$ cat src/rtl/asteroid_pkg.sv
// Shared types and constants for the survival-time display path.
package asteroid_pkg;

  // Tracker states: menu, live play, one-cycle compare, post-game display.
  typedef enum logic [1:0] {
    IDLE    = 2'd0,
    RUN     = 2'd1,
    CAPTURE = 2'd2,
    SHOW    = 2'd3
  } state_t;

  // One BCD display digit.
  typedef logic [3:0] bcd_t;

  // Timing is counted in pulses of the 30 Hz tick divider.
  localparam int TICK_HZ         = 30;
  localparam int SHOW_TICKS_DEF  = 90;  // 3 s per display phase
  localparam int BLINK_TICKS_DEF = 15;  // 0.5 s per blink half-period

  // Digit value the hex decoder renders as "F"; used as the flash pattern.
  localparam bcd_t BCD_FLASH = 4'hF;

endpackage

$ cat src/rtl/bcd4_greater.sv
// Combinational 4-digit BCD magnitude compare: gt = (a > b).
// Most significant digit decides first; digits above 9 compare numerically.
module bcd4_greater
  import asteroid_pkg::*;
(
  input  bcd_t a0,
  input  bcd_t a1,
  input  bcd_t a2,
  input  bcd_t a3,
  input  bcd_t b0,
  input  bcd_t b1,
  input  bcd_t b2,
  input  bcd_t b3,
  output logic gt
);

  // Walk from digit 3 down; the first differing digit sets the result.
  always_comb begin
    gt = 1'b0;
    if (a3 != b3)      gt = (a3 > b3);
    else if (a2 != b2) gt = (a2 > b2);
    else if (a1 != b1) gt = (a1 > b1);
    else               gt = (a0 > b0);
  end

endmodule

$ cat src/rtl/best_time_tracker.sv
// Best survival time tracker and display mux.
// Captures the final time at game over, keeps the longest time since reset,
// and drives four registered BCD digits: best in menu, live in play,
// final/best alternating after game over.
// Build option NEW_RECORD_BLINK_EN: flash all digits to "F" during the blink
// phase of a new record; when undefined the blink output is tied low.
//
// Handshake note: tick and game_over are single-cycle strobes with no ready;
// each asserted cycle is one event. A tick in the CAPTURE cycle is dropped.
module best_time_tracker
  import asteroid_pkg::*;
#(
  parameter int SHOW_TICKS  = SHOW_TICKS_DEF,
  parameter int BLINK_TICKS = BLINK_TICKS_DEF
) (
  input  logic       clk,
  input  logic       reset,
  input  logic       tick,
  input  logic       game_state,
  input  logic       game_over,
  input  logic [3:0] cur0,
  input  logic [3:0] cur1,
  input  logic [3:0] cur2,
  input  logic [3:0] cur3,
  output logic [3:0] disp0,
  output logic [3:0] disp1,
  output logic [3:0] disp2,
  output logic [3:0] disp3,
  output logic       disp_is_best,
  output logic       new_record,
  output logic       blink
);

  localparam int PW = (SHOW_TICKS > 1) ? $clog2(SHOW_TICKS) : 1;
  localparam logic [PW-1:0] PHASE_LAST = PW'(SHOW_TICKS - 1);

  state_t              state;
  state_t              state_n;
  logic [3:0][3:0]     cur_v;
  logic [3:0][3:0]     best_q;
  logic [3:0][3:0]     final_q;
  logic [3:0][3:0]     disp_q;
  logic [3:0][3:0]     disp_n;
  logic                is_best_n;
  logic                final_gt;
  logic [PW-1:0]       phase_cnt;
  logic                phase_wrap;

  assign cur_v = {cur3, cur2, cur1, cur0};
  assign disp0 = disp_q[0];
  assign disp1 = disp_q[1];
  assign disp2 = disp_q[2];
  assign disp3 = disp_q[3];

  bcd4_greater u_cmp (
    .a0 (final_q[0]),
    .a1 (final_q[1]),
    .a2 (final_q[2]),
    .a3 (final_q[3]),
    .b0 (best_q[0]),
    .b1 (best_q[1]),
    .b2 (best_q[2]),
    .b3 (best_q[3]),
    .gt (final_gt)
  );

  assign phase_wrap = (state == SHOW) && tick && (phase_cnt == PHASE_LAST);

`ifdef NEW_RECORD_BLINK_EN
  localparam int BW = (BLINK_TICKS > 1) ? $clog2(BLINK_TICKS) : 1;
  localparam logic [BW-1:0] BLINK_LAST = BW'(BLINK_TICKS - 1);

  logic          blink_q;
  logic          blink_n;
  logic [BW-1:0] blink_cnt;
  logic          blink_wrap;

  assign blink      = blink_q;
  assign blink_wrap = (state == SHOW) && tick && (blink_cnt == BLINK_LAST);

  // Blink half-period counter and phase flag; restarted at every capture.
  always_ff @(posedge clk) begin
    if (reset) begin
      blink_cnt <= '0;
      blink_q   <= 1'b0;
    end else begin
      blink_q <= blink_n;
      if (state == CAPTURE)
        blink_cnt <= '0;
      else if ((state == SHOW) && tick)
        blink_cnt <= (blink_cnt == BLINK_LAST) ? '0 : blink_cnt + 1'b1;
    end
  end
`else
  assign blink = 1'b0;
`endif

  // Next-state logic; game_state=1 returns to menu from anywhere.
  always_comb begin
    state_n = state;
    case (state)
      IDLE:    if (!game_state) state_n = RUN;
      RUN: begin
        if (game_state)     state_n = IDLE;
        else if (game_over) state_n = CAPTURE;
      end
      CAPTURE: state_n = game_state ? IDLE : SHOW;
      SHOW:    if (game_state) state_n = IDLE;
      default: state_n = IDLE;
    endcase
  end

  // Next display value and best/final selector, registered below.
  always_comb begin
    disp_n    = best_q;
    is_best_n = 1'b1;
`ifdef NEW_RECORD_BLINK_EN
    blink_n   = 1'b0;
`endif
    case (state)
      IDLE: begin
        disp_n    = best_q;
        is_best_n = 1'b1;
      end
      RUN: begin
        disp_n    = cur_v;
        is_best_n = 1'b0;
      end
      CAPTURE: begin
        disp_n    = final_q;
        is_best_n = 1'b0;
      end
      SHOW: begin
        is_best_n = disp_is_best ^ phase_wrap;
        disp_n    = is_best_n ? best_q : final_q;
`ifdef NEW_RECORD_BLINK_EN
        blink_n = new_record & (blink_q ^ blink_wrap);
        if (blink_n) disp_n = {4{BCD_FLASH}};
`endif
      end
      default: begin
        disp_n    = best_q;
        is_best_n = 1'b1;
      end
    endcase
  end

  // State, captured times, record flag, phase counter and display registers.
  always_ff @(posedge clk) begin
    if (reset) begin
      state        <= IDLE;
      best_q       <= '0;
      final_q      <= '0;
      disp_q       <= '0;
      disp_is_best <= 1'b1;
      new_record   <= 1'b0;
      phase_cnt    <= '0;
    end else begin
      state        <= state_n;
      disp_q       <= disp_n;
      disp_is_best <= is_best_n;
      if ((state == IDLE) && !game_state)
        new_record <= 1'b0;
      if ((state == RUN) && !game_state && game_over)
        final_q <= cur_v;
      if ((state == CAPTURE) && !game_state) begin
        if (final_gt) begin
          best_q     <= final_q;
          new_record <= 1'b1;
        end else begin
          new_record <= 1'b0;
        end
      end
      if (state == CAPTURE)
        phase_cnt <= '0;
      else if ((state == SHOW) && tick)
        phase_cnt <= phase_wrap ? '0 : phase_cnt + 1'b1;
    end
  end

endmodule

$ cat config.mk
export PLATFORM = sky130hd
export DESIGN_NAME = best_time_tracker
export DESIGN_NICKNAME = d
export VERILOG_FILES = /design/src/rtl/asteroid_pkg.sv /design/src/rtl/bcd4_greater.sv /design/src/rtl/best_time_tracker.sv
export SDC_FILE = /design/constraint.sdc
export NUM_CORES = 1
export LEC_CHECK = 0
export BUFFER_PORTS_ARGS = -buffer_cell sky130_fd_sc_hd__buf_2
export CAP_MARGIN = 10
export CORE_MARGIN = 2
export CORE_UTILIZATION = 45
export CTS_CLUSTER_SIZE = 28
export DETAILED_ROUTE_END_ITERATION = 16
export GPL_TIMING_DRIVEN = 0
export HOLD_SLACK_MARGIN = 0.05
export PLACE_DENSITY = 0.75
export SYNTH_ARGS = -nofsm -noshare
export SYNTH_HDL_FRONTEND = slang
export SYNTH_HIERARCHICAL = 1
export SYNTH_SLANG_ARGS = --single-unit
$ cat constraint.sdc
create_clock -name clk -period 3.33 [get_ports clk]
set_input_delay 0.1665 -clock clk [delete_from_list [all_inputs] [get_ports clk]]
set_output_delay 0.1665 -clock clk [all_outputs]
set_load 0.1 [all_outputs]
==> flow_summary.ini <==
[final_layout]
diodes = 0
finalNetCount = 493
layout-drive-gt1-share_pct = 15.9
final_util_pct = 54.1
fin_area_sq_um = 3730
area_growth_pct = 14.9

[placement]
dpl-instance-area_sq_um = 3550
io_buffer_count = 37
gp_congestion = 0.938
dp_slack_ns = 0.581
dp_hpwl_um = 6050

[floorplan]
start_util_pct = 47.0
dieArea_sq_um = 7920
die_y_um = 89.0
row_count = 30
io_pins = 40
die_w_um = 89.0
core_region_area_sq_um = 6910

[synth]
synth_area_sq_um = 3250
syn_inst = 401
synth-main-ff-cell = dfxtp_1
avgSynthCellArea_sq_um = 8.10
ys_seq_elements = 59
synth_edf_count = 0
yosysSeqAreaShare_pct = 36.3
yosys_warnings = 6
yosys.cell_types.count = 47
synthArstFlopShare_pct = 0
synth_nets = 445

[global_route]
grt_pass1_wl_um = 14300
grt_pass1_vias = 2974
antenna_found_initial = 0
grt_overflow = 0
grt_max_degree = 11
grt_use_total_pct = 23.7

[clocking]
htree_levels = 3
hold_buffers = 0
cts_tree = yes
cts_resized = 0
clk_path_buf_depth = 2
clkTransAtPathRegs_ns = 0.07
postCtsSetupBuffers = 0
numCtsBuffers = 9
insertion_delay_ns = 0.34
root_buffer = clkbuf_8
cts_sinks = 59

[drt]
ant_nets = 0
vias_per_cell = 5.68
post_drt_wl_per_cell_um = 15.8
drcViolationCount = 0
drtIter0Drc = 216
finalWirelength_um = 8680
first_pass_iters = 5
vias = 3121

[setup_path]
worstSetupStartpointType = flip-flop
worstSetupPathType = reg2reg
critPathArrivalTime_ns = 2.97
cp-end-kind = flip-flop
cp_max_fo = 10
worst_ep_required_time_ns = 3.59

[power_and_ir_drop]
power_switching_w = 0.000563
power.density_nw_per_um2 = 460
switching_share_pct = 32.8
irDropWorstVdd_v = 0.000228
clkPwrFrac_pct = 35.2
comb_power_share_pct = 21.3
power_frac_seq_pct = 43.5
leakage_nw = 1.36
p_int_w = 0.00115

[sta]
fin_tns_setup_ns = 0
clock_skew_ns = 0.0103
slew_headroom_pct = 60.7
whs_ns = 0.0773
fin_ws_ns = 0.620
fmax_mhz = 369
fin_crit_ns = 2.71
tightest_slew_ns = 0.589
rsz0062_at_grt = no
maxSlewViolCount = 0
finalCritPeriodShare_pct = 81.4
finalHoldViolCount = 0
finalSetupViolCount = 0

[outcome]
status = complete, no violations

[worst_hold_path]
hold_class = in2reg

[job]
drv_cap = 0
metrics by stage:
stage / total power, W / cells
floorplan: 0.00104 / 401
global placement: 0.00112 / 534
detailed placement: 0.00112 / 534
CTS: 0.00172 / 549
global route: 0.00178 / 549
finish: 0.00172 / 549
sequential cells by signal, summed over array words and instances (netlist names):
register	count
state	2
final_q	16
phase_cnt	7
disp1	4
new_record	1
disp2	4
disp_is_best	1
best_q	16
disp3	4
disp0	4
final timing paths:
kind	from	end	slack (ns)	cells past startpoint
max	best_q[7]$_SDFFE_PP0P_	best_q[9]$_SDFFE_PP0P_	0.62	12
min	cur0[0]	final_q[0]$_SDFFE_PP0P_	0.08	3
max reg2reg	best_q[7]$_SDFFE_PP0P_	best_q[9]$_SDFFE_PP0P_	0.62	12
min reg2reg	best_q[8]$_SDFFE_PP0P_	best_q[8]$_SDFFE_PP0P_	0.49	2
placed cells by master (no fill, tap or decap), drive strengths merged:
cell type / n
ha: 23
nand3: 20
nor3: 4
o31ai: 1
nor2b: 4
clkinv: 3
nand4: 4
a221o: 16
and2: 1
o21a: 1
buf: 48
a211oi: 1
xor2: 1
a21o: 1
nand4bb: 1
mux2i: 2
o32ai: 2
a221oi: 16
dlygate4sd1: 1
xnor2: 3
nor2: 10
conb: 1
nand2b: 2
dfxtp: 59
inv: 37
dlymetal6s2s: 1
o211ai: 2
a31oi: 16
o21ai: 24
a21oi: 42
nand2: 73
clkbuf: 27
and3: 2
or3: 3
and4: 1
per-layer routing:
metal  share of wire, %  up-vias  global-route usage, %
met5                  0        -                      0
met4                1.7        0                   9.50
met3                8.5       19                   6.37
met2                 47      130                   37.2
met1                 43     1461                   31.1
li1                   -     1511                      -
cells by family after synthesis:
kind of cell,share of synthesized area (%)
fa+ha+maj,8.86
xor+xnor,1.08
simple gates,18.6
mux,0.616
compound gates,24.7
flops,36.3
buf+inv,9.74
other cells,0.115
cells in the mapped netlist, types with 2 or more instances:
library cell,number,area [sq um]
a21oi_1,42,210
a221o_1,16,160
a221oi_1,16,140
a31oi_1,16,100
and3_1,2,12.5
buf_2,4,20.0
buf_4,2,15.0
buf_6,4,45.0
clkbuf_1,12,45.0
dfxtp_1,59,1180
ha_1,23,288
inv_1,36,135
mux2i_1,2,20.0
nand2_1,73,274
nand2b_1,2,12.5
nand3_1,20,100
nand4_1,3,18.8
nor2_1,10,37.5
nor2b_1,3,18.8
nor3_1,3,15.0
o21ai_0,20,100
o21ai_1,3,15.0
o32ai_1,2,17.5
or3_1,3,18.8
xnor2_1,3,26.3
power groups by stage:
stage / sequential, W / clock (W) / combinational [W]
after global routing: 0.000750 / 0.000647 / 0.000388
after detailed placement: 0.000762 / 0 / 0.000362
after floorplan: 0.000884 / 0 / 0.000156
final: 0.000747 / 0.000605 / 0.000365
after global placement: 0.000761 / 0 / 0.000356
after CTS: 0.000747 / 0.000608 / 0.000363
area by class of cell:
class                   instances  area [sq um]
plain buffers                  27           174
clock buffers                  13           169
clock inverters                 2          10.0
fillers                       684          3170
inverters                      38           143
multi-input cells             277          1750
flip-flops and latches         59          1180
well taps                      96           120
repair buffers                 37           185
critical path: stages, from the launching register on:
cell and delay, ns:
dfxtp_1 0.39, inv_1 0.06, ha_1 0.31, and4_1 0.20
nand2_1 0.05, a21oi_1 0.13, o32ai_1 0.12, mux2i_1 0.18
and3_1 0.17, clkbuf_1 0.28, clkbuf_1 0.48, nand2_1 0.11
a21oi_1 0.14
No activity file was read; power rests on OpenSTA's default activity.
